===== config.mk =====
export PLATFORM = sky130hd
export DESIGN_NAME = hmc_host_flit_tx
export DESIGN_NICKNAME = d
export VERILOG_FILES = /design/src/rtl/hmc_host_flit_tx.sv
export SDC_FILE = /design/constraint.sdc
export NUM_CORES = 1
export LEC_CHECK = 0
export ABC_AREA = 1
export BUFFER_PORTS_ARGS = -buffer_cell sky130_fd_sc_hd__buf_2
export CAP_MARGIN = 20
export CORE_MARGIN = 3
export CORE_UTILIZATION = 49
export DETAILED_ROUTE_END_ITERATION = 8
export HOLD_SLACK_MARGIN = 0.02
export PLACE_DENSITY = 0.86
export SLEW_MARGIN = 20
export SYNTH_ARGS = -nofsm -noshare
export SYNTH_HDL_FRONTEND = slang
export SYNTH_SLANG_ARGS = --single-unit
export TNS_END_PERCENT = 5

===== constraint.sdc =====
create_clock -name FLITCLK -period 4.5 [get_ports FLITCLK]
set_input_delay 0 -clock FLITCLK [delete_from_list [all_inputs] [get_ports FLITCLK]]
set_output_delay 0 -clock FLITCLK [all_outputs]
set_load 0.05 [all_outputs]

===== src/rtl/hmc_host_flit_tx.sv =====
// HMC host-side link transmitter: admits request packets against device token credit,
// stamps tail SEQ/FRP/RRP/RTC and emits a continuous FLIT stream with TRET and null FLITs.
module hmc_host_flit_tx #(
    parameter int unsigned TOKEN_W  = 8,
    parameter int unsigned INIT_RTC = 32
) (
    input  logic               FLITCLK,
    input  logic               P_RST_N,
    input  logic               link_active,
    input  logic [127:0]       req_flit,
    input  logic               req_valid,
    input  logic               req_sop,
    input  logic               req_eop,
    output logic               req_ready,
    input  logic               tok_ret_valid,
    input  logic [4:0]         tok_ret_cnt,
    input  logic               rtc_add_valid,
    input  logic [7:0]         rtc_add_cnt,
    input  logic [7:0]         rrp_in,
    output logic [127:0]       tx_flit,
    output logic               tx_valid,
    output logic [TOKEN_W-1:0] token_cnt,
    output logic [7:0]         rtc_pend,
    output logic               err_lng
);

    typedef enum logic [1:0] {ST_DOWN, ST_TRET, ST_RUN} state_t;

    // Token arithmetic is one bit wider than token_cnt + 31 so saturation needs no carry tricks.
    localparam int unsigned      SUM_W    = ((TOKEN_W > 5) ? TOKEN_W : 5) + 1;
    localparam logic [SUM_W-1:0] TOK_MAX  = SUM_W'((64'd1 << TOKEN_W) - 64'd1);
    localparam logic [63:0]      TRET_HDR = 64'h0000_0000_0000_0882;

    state_t           state;
    logic             in_pkt;
    logic [2:0]       seq;
    logic [7:0]       frp;
    logic [7:0]       frp_inc;
    logic [3:0]       lng_eff;
    logic             lng_zero;
    logic             up;
    logic             admit;
    logic             accept;
    logic             run_data;
    logic             send_tret;
    logic [4:0]       rtc_send;
    logic [4:0]       rtc_sent;
    logic [SUM_W-1:0] tok_sum;
    logic [SUM_W-1:0] tok_sat;
    logic [8:0]       rtc_sum;
    logic [7:0]       rtc_sat;
    logic [127:0]     data_flit;
    logic [127:0]     tret_flit;

    always_comb begin
        lng_zero  = (req_flit[10:7] == 4'd0);
        lng_eff   = lng_zero ? 4'd1 : req_flit[10:7];
        up        = link_active && (state != ST_DOWN);
        admit     = up && (state == ST_RUN) && !in_pkt && req_valid && req_sop
                    && (SUM_W'(token_cnt) >= SUM_W'(lng_eff));
        // While in_pkt the stream is always taken: forwarded when up, discarded when draining.
        req_ready = in_pkt || admit;
        accept    = req_valid && req_ready;
        run_data  = up && (state == ST_RUN) && accept;
        send_tret = up && ((state == ST_TRET) ||
                    ((state == ST_RUN) && !in_pkt && !admit && (rtc_pend != 8'd0)));
        rtc_send  = (rtc_pend > 8'd31) ? 5'd31 : rtc_pend[4:0];
        rtc_sent  = (send_tret || (run_data && req_eop)) ? rtc_send : 5'd0;
        frp_inc   = frp + 8'd1;

        tok_sum = SUM_W'(token_cnt)
                + (tok_ret_valid ? SUM_W'(tok_ret_cnt) : '0)
                - (admit ? SUM_W'(lng_eff) : '0);
        tok_sat = (tok_sum > TOK_MAX) ? TOK_MAX : tok_sum;
        rtc_sum = {1'b0, rtc_pend} + (rtc_add_valid ? {1'b0, rtc_add_cnt} : 9'd0)
                - {4'd0, rtc_sent};
        rtc_sat = (rtc_sum > 9'd255) ? 8'hFF : rtc_sum[7:0];

        data_flit = req_flit;
        if (req_eop) begin
            data_flit[71:64] = rrp_in;
            data_flit[79:72] = frp_inc;
            data_flit[82:80] = seq;
            data_flit[95:91] = rtc_send;
        end
        tret_flit = {32'd0, rtc_send, 8'd0, 3'd0, frp, rrp_in, TRET_HDR};
    end

    always_ff @(posedge FLITCLK or negedge P_RST_N) begin
        if (!P_RST_N) begin
            state     <= ST_DOWN;
            in_pkt    <= 1'b0;
            seq       <= '0;
            frp       <= '0;
            token_cnt <= '0;
            rtc_pend  <= '0;
            tx_flit   <= '0;
            tx_valid  <= 1'b0;
            err_lng   <= 1'b0;
        end else begin
            err_lng <= 1'b0;
            if (accept)
                in_pkt <= !req_eop;

            if (!up) begin
                tx_valid <= 1'b0;
                tx_flit  <= '0;
                if ((state == ST_DOWN) && link_active && !in_pkt) begin
                    state     <= ST_TRET;
                    rtc_pend  <= 8'(INIT_RTC);
                    seq       <= '0;
                    frp       <= '0;
                    token_cnt <= '0;
                end else begin
                    state <= ST_DOWN;
                end
            end else begin
                state     <= ST_RUN;
                tx_valid  <= 1'b1;
                token_cnt <= tok_sat[TOKEN_W-1:0];
                rtc_pend  <= rtc_sat;
                if (run_data) begin
                    tx_flit <= data_flit;
                    frp     <= frp_inc;
                    err_lng <= admit && lng_zero;
                    if (req_eop)
                        seq <= seq + 3'd1;
                end else if (send_tret) begin
                    tx_flit <= tret_flit;
                end else begin
                    tx_flit <= '0;
                end
            end
        end
    end

endmodule


==> results of run 1 <==
==> per-stage QoR <==
stage	worst slack [ns]	instances	hold slack (ns)	util	power (W)
3_3_place_gp	0.6977	1305	0.009637	0.6147	0.003364
6_report	0.4481	1476	0.05810	0.7468	0.004898
4_1_cts	0.4710	1474	0.02913	0.7465	0.004869
2_1_floorplan	0.5740	839	-0.2956	-	0.002962
5_1_grt	0.1028	1475	0.08832	0.7467	0.005202
3_5_place_dp	0.4750	1305	0.007741	0.6147	0.003423
==> layer usage <==
| layer | vias to the layer above | share of wire | track usage |
|---|---|---|---|
| li1 | 3381 | - | - |
| met1 | 3533 | 0.36 | 0.3588 |
| met2 | 395 | 0.49 | 0.5488 |
| met3 | 128 | 0.089 | 0.1038 |
| met4 | 2 | 0.065 | 0.1933 |
| met5 | - | 0.00077 | 0 |
==> layout by cell type, fill, tap and decap left out, drive strengths merged, types with 3 or more instances in the layout <==
master / netlist / routed
clkinv: 0 / 3
a211oi: 3 / 3
o21ai: 38 / 38
nand2: 165 / 165
or2: 8 / 8
dfrtp: 159 / 159
nor2: 129 / 129
ha: 30 / 30
nand4: 4 / 4
fa: 9 / 9
dlygate4sd3: 0 / 138
a21oi: 20 / 20
buf: 18 / 307
clkinvlp: 0 / 3
inv: 182 / 190
nand3b: 3 / 3
xnor2: 7 / 7
o211ai: 6 / 6
nand3: 33 / 33
clkbuf: 7 / 17
xor2: 10 / 10
==> state kept, by name (all words and copies together), names as in the netlist <==
signal,flops
err_lng,1
in_pkt,1
seq,3
state,2
frp,8
token_cnt,8
tx_flit,128
rtc_pend,8
==> logic make-up (layout without fill, tap and decap cells) <==
logic type | after synthesis | after routing
AOI/OAI and AO/OA | 72 | 72
muxes | 1 | 1
other | 0 | 2
and+or+nand+nor | 344 | 344
DFF | 159 | 159
xor gates and xnor gates | 17 | 17
adders and majority gates | 39 | 39
buffers and inverters | 207 | 658
==> worst paths after layout <==
kind,end,slack (ns)
worst max-delay path,rtc_pend[7],0.45
worst min-delay path,tx_flit[91],0.06
worst max register to register,rtc_pend[7],0.45
worst min register to register,frp[7],0.49
max in group asynchronous,tx_flit[9],3.19
min in group asynchronous,tx_flit[29],0.13
==> what timing repair did <==
item,in CTS,in global routing
setup endpoints to repair,0,0
hold buffers,138,0
endpoints found under the hold margin,189,0
==> where the power goes <==
| group | total [W] | internal, W | switching (W) |
|---|---|---|---|
| clock | 0.00138 | 0.000724 | 0.000652 |
| sequential | 0.00160 | 0.00152 | 0.0000787 |
| combinational | 0.00192 | 0.000683 | 0.00124 |
| total | 0.00490 | 0.00293 | 0.00197 |
==> worst reg2reg max path, stage by stage (launching register included) <==
cell and delay [ns]:
dfrtp_1 0.42, ha_1 0.30, a21oi_1 0.16, nand2_1 0.07, nand2_1 0.06, nand3_1 0.11
nand2_4 0.16, nand3_2 0.10, nand2_4 0.13, nand2_4 0.17, a21oi_1 0.22, fa_1 0.49
fa_1 0.48, o21ai_1 0.27, nand4_1 0.15, nand2_1 0.10, nand2_1 0.05, nand2_1 0.22
nand3_1 0.16, nand2_1 0.09, nand2_1 0.05
==> area by class of cell <==
class | instances | share of cell area
Antenna cell | 2 | 0.0004576
Inverter | 182 | 0.06269
Timing Repair Buffer | 445 | 0.2683
Clock inverter | 14 | 0.01121
Multi-Input combinational cell | 473 | 0.2336
Sequential cell | 159 | 0.3638
Clock buffer | 17 | 0.03890
Tap cell | 184 | 0.02105
==> flow_metrics.tcl, run 1 <==
set metrics [dict create \
    whs_path_depth 5 \
    ys_seq_elements 159 \
    synth-async-reset-ratio 1.000 \
    placed_cell_area_um2 9002 \
    grt_max_degree 63 \
    drive_above_1_share 0.2806 \
    p_leak_nw 6.691 \
    post_synth_num_cell_types 36 \
    synth_fa_ha_area_frac 0.07500 \
    powerDensity_nw_per_um2 447.8 \
    die_area_um2 16630 \
    min_period_over_period 0.9004 \
    worstPathArrival_ns 4.37 \
    endpoint_kind "flip-flop" \
    grt_setup_unrepaired "no" \
    slew_viol_final 0 \
    ys_warn_count 0 \
    cts_buffer_depth 2 \
    drt_first_iter_violations 616 \
    worstSkewPairLatency_ns 0.42 \
    initial_core_util 0.5058 \
    synth_nets 1035 \
    synth_area_leaders "dfrtp_1 54%, inv_1 8.9%, nand2_1 8.0%" \
    ir_worst_vdd_mv 0.3401 \
    synth_top_family_by_area "simple AND/OR/NAND/NOR gates" \
    reg2reg_from "token_cnt[3]" \
    coreArea_um2 14640 \
    wirelength_um 27180 \
    path_clk_slew_ns 0.07 \
    dpl.hpwl_um 15820 \
    io_pins 304 \
    cts_resized 0 \
    ff2ff_path_depth 20 \
    cts_tree "done" \
    cts_root_buf "clkbuf_16" \
    synthTopCellsByCount "175 x inv_1, 159 x dfrtp_1, 158 x nand2_1" \
    vias_per_cell 5.040 \
    wl_per_cell_um 18.41 \
    grt_pass1_vias 7648 \
    cts_buffers 17 \
    outcome "completed" \
    setup_violations 0 \
    nNetsFinal 1474 \
    drtPass1Iterations 5 \
    hold_viol_final 0 \
    worst_setup_path_start_kind "flip-flop" \
    yosys.area_share.xor_xnor 0.02111 \
    io_buffers 303 \
    antenna_found_initial 1 \
    tightest_slew_ns 0.9176 \
    multi_input_area_um2 2555 \
    synth_top_area_cell "dfrtp_1" \
    fin_skew_ns 0.01337 \
    yosys.area.top_type_share 0.5372 \
    worstHoldStart "req_flit[91]" \
    gp_congestion 0.9560 \
    synthMuxAreaShare 0.001351 \
    cp-startpoint "token_cnt[3]" \
    required_ns 4.81 \
    maxCapViolCount 0 \
    track_usage 0.3251 \
    critPathBufInv 0 \
    placementRows 44 \
    tns_ns 0 \
    finish.instance_area_um2 10940 \
    cts_setup_buffers 0 \
    gr-total-overflow 0 \
    cp_max_fo 19 \
    fill_cells 940 \
    synth_simple_gate_area_frac 0.1939 \
    area_growth_pct 47.65 \
    cp.depth 20 \
    avgSynthCellArea_um2 8.828 \
    min_path_type "input pin to flip-flop" \
    synth_top_flop_cell "dfrtp_1" \
    crit_path_cell_trace "ha_1 > a21oi_1 > nand2_1 > nand2_1 > nand3_1 > nand2_4 > nand3_2 > nand2_4 > nand2_4 > a21oi_1 > fa_1 > fa_1 > o21ai_1 > nand4_1 > nand2_1 > nand2_1 > nand2_1 > nand3_1 > nand2_1 > nand2_1" \
    syn-cell-area_um2 7407 \
    htreeDepth 4 \
    yosysMostFrequentCell "inv_1" \
    num_vias 7439 \
    clock-sinks 159 \
    fmaxAchievable_ghz 0.2468 \
    die_w_um 129.0 \
    die_h_um 129.0 \
    critPathKind "flip-flop to flip-flop" \
    cp_top_family "simple AND/OR/NAND/NOR gates" \
    grt_pass1_wl_um 41280 \
    postRouteAntennaNets 0 \
    slowest_stage "fa_1" \
    max_stage_delay_ns 0.49 \
    critical_path.most_common_cell "nand2_1" \
    period_needed_ns 4.052 \
    synth_edf_count 0 \
    max_slew_margin 0.3876 \
    drcViolationCount 0 \
    syn_inst 839 \
    seqCellArea_um2 3979 \
    synth_compound_area_frac 0.05355 \
    ys_seq_area_frac 0.5372 \
]
(Power assumes the default switching activity.)
==> run 2: changes to the inputs <==
--- a/config.mk
+++ b/config.mk
@@ -7,12 +7,12 @@
 export LEC_CHECK = 0
 export ABC_AREA = 1
 export BUFFER_PORTS_ARGS = -buffer_cell sky130_fd_sc_hd__buf_2
-export CAP_MARGIN = 20
 export CORE_MARGIN = 3
 export CORE_UTILIZATION = 49
 export DETAILED_ROUTE_END_ITERATION = 8
 export HOLD_SLACK_MARGIN = 0.02
 export PLACE_DENSITY = 0.86
+export REMOVE_ABC_BUFFERS = 1
 export SLEW_MARGIN = 20
 export SYNTH_ARGS = -nofsm -noshare
 export SYNTH_HDL_FRONTEND = slang
==> run 2 against run 1 <==
Fmax increased by 1.1%. Sequential power hardly changed. Critical path type is now input pin to flip-flop. Worst setup slack better by 0.042 ns. Count of clock-buffer cells in the layout unchanged. Combinational power barely moved.
==> flow_metrics.tcl, run 2 (same netlist as run 1, synthesis figures left out) <==
set metrics [dict create \
    outcome "completed" \
    initial_core_util 0.5058 \
    wirelength_um 26070 \
    ir_worst_vdd_mv 0.3782 \
    die_area_um2 16630 \
    dr.max_layer_used "met5" \
    cts_tree "done" \
    grt_setup_unrepaired "no" \
    coreArea_um2 14640 \
    tightest_slew_ns 1.009 \
    clkPwrFrac 0.298 \
    largest_reg_flops 128 \
    num_vias 7272 \
    antenna_found_initial 3 \
    io_buffers 303 \
    maxCapViolCount 0 \
    cts_resized 0 \
    critPathBufInv 4 \
    clock-sinks 159 \
    tns_ns 0 \
    netSwitchingFraction 0.3989 \
    fin_skew_ns 0.02413 \
    min_period_over_period 0.8910 \
    powerDensity_nw_per_um2 452.4 \
    gp_congestion 0.9068 \
    top_register "tx_flit" \
    nNetsFinal 1476 \
    worst_setup_path_start_kind "input pin" \
    slowest_stage "dlygate4sd3_1" \
    critPathKind "input pin to flip-flop" \
    grt_pass1_wl_um 39370 \
    layout_commonest_cell "buf_2" \
    intPower_w 0.003001 \
    postRouteAntennaNets 0 \
    cp_max_fo 19 \
    hold_viol_final 0 \
    required_ns 4.82 \
    max_stage_delay_ns 0.54 \
    vias_per_cell 4.917 \
    drtPass1Iterations 7 \
    io_pins 304 \
    min_path_type "input pin to flip-flop" \
    die_w_um 129.0 \
    htreeDepth 4 \
    grt_max_degree 79 \
    switchingPower_w 0.001991 \
    fin_hold_ws_ns 0.03369 \
    wl_met2_um 12750 \
    cts_buffer_depth 2 \
    cp_top_family "simple AND/OR/NAND/NOR gates" \
    gr-total-overflow 0 \
    endpoint_kind "flip-flop" \
    cts_setup_buffers 0 \
    placed_cell_area_um2 8995 \
    path_clk_slew_ns 0.07 \
    area_growth_pct 48.95 \
    grt_pass1_vias 7240 \
    wl_met1_um 9577 \
    worstSkewPairLatency_ns 0.44 \
    seq_power_share 0.320 \
    p_leak_nw 6.736 \
    track_usage 0.3122 \
    cts_hold_buf 141 \
    wl_met3_um 2262 \
    drt_first_iter_violations 772 \
    pre_cts_ws_ns 0.4852 \
    max_slew_margin 0.3250 \
    slew_viol_final 0 \
    finish.instance_area_um2 11030 \
    period_needed_ns 4.010 \
    wl_per_cell_um 17.62 \
    worstPathArrival_ns 4.33 \
    drive_above_1_share 0.2800 \
    drcViolationCount 0 \
    dpl.hpwl_um 15170 \
    setup_violations 0 \
    cts_root_buf "clkbuf_16" \
    die_h_um 129.0 \
    final_core_util 0.7534 \
    cts_buffers 17 \
    placementRows 44 \
    mostFrequentLayoutCells "302 x buf_2, 175 x inv_1, 159 x dfrtp_1, 158 x nand2_1, 141 x dlygate4sd3_1" \
    setup_ws_ns 0.4903 \
    fill_cells 932 \
    critical_path.most_common_cell "nand2_1" \
    fmaxAchievable_ghz 0.2494 \
    combinationalPowerShare 0.382 \
]
[run 2: cell types whose count changed in the layout (fill, tap and decap cells not counted)]
| cell | delta |
|---|---|
| inv_6 | -4 |
| clkinv_8 | +5 |
| dlygate4sd3_1 | +3 |
| buf_4 | -1 |
| bufinv_16 | +1 |
| clkinv_2 | -1 |
| clkinv_4 | +2 |
| clkinvlp_4 | -2 |
[run 2: through the flow]
step	instances	total power, W
2_1_floorplan	814	0.002953
3_3_place_gp	1304	0.003353
3_5_place_dp	1304	0.003398
4_1_cts	1477	0.004966
5_1_grt	1479	0.005293
6_report	1479	0.004992
[run 2: tightest hold or removal path, stage by stage]
cell and delay (ns):
buf_2 0.22, nand2_1 0.12, a21oi_1 0.07
[run 2: layout make-up]
type,count,area (µm²),area share
well taps,184,230.2,0.02087
inverters,182,685.7,0.06215
clock inverters,15,196.4,0.01780
clock buffers,17,425.4,0.03856
flip-flops and latches,159,3979,0.3606
multi-input cells,473,2555,0.2316
diodes,2,5.005,0.0004536
repair buffers,447,2957,0.2680
[run 2: path summary, 6_finish.rpt]
| path | end | cells past startpoint | start | slack (ns) |
|---|---|---|---|---|
| setup / recovery | rtc_pend[7] | 28 | req_flit[9] | 0.49 |
| min in group asynchronous | tx_flit[120] | 3 | P_RST_N | 0.33 |
| setup reg to reg | rtc_pend[7] | 22 | token_cnt[3] | 0.52 |
| max in group asynchronous | tx_flit[107] | 3 | P_RST_N | 3.00 |
| hold reg to reg | frp[7] | 2 | frp[7] | 0.48 |
| hold / removal | tx_flit[81] | 3 | req_eop | 0.03 |
[run 2: routing by layer]
layer	GRT usage	up-vias
met1	0.3572	3386
met3	0.1034	109
met5	0	-
met4	0.1785	2
met2	0.5137	379
li1	-	3396
[run 2: power by group through the flow]
stage,clock network (W),registers (W),logic (W)
after floorplan,0,0.00191,0.00104
after global placement,0,0.00161,0.00174
after detailed placement,0,0.00162,0.00178
after CTS,0.00149,0.00160,0.00188
after global routing,0.00157,0.00161,0.00212
final,0.00149,0.00160,0.00191
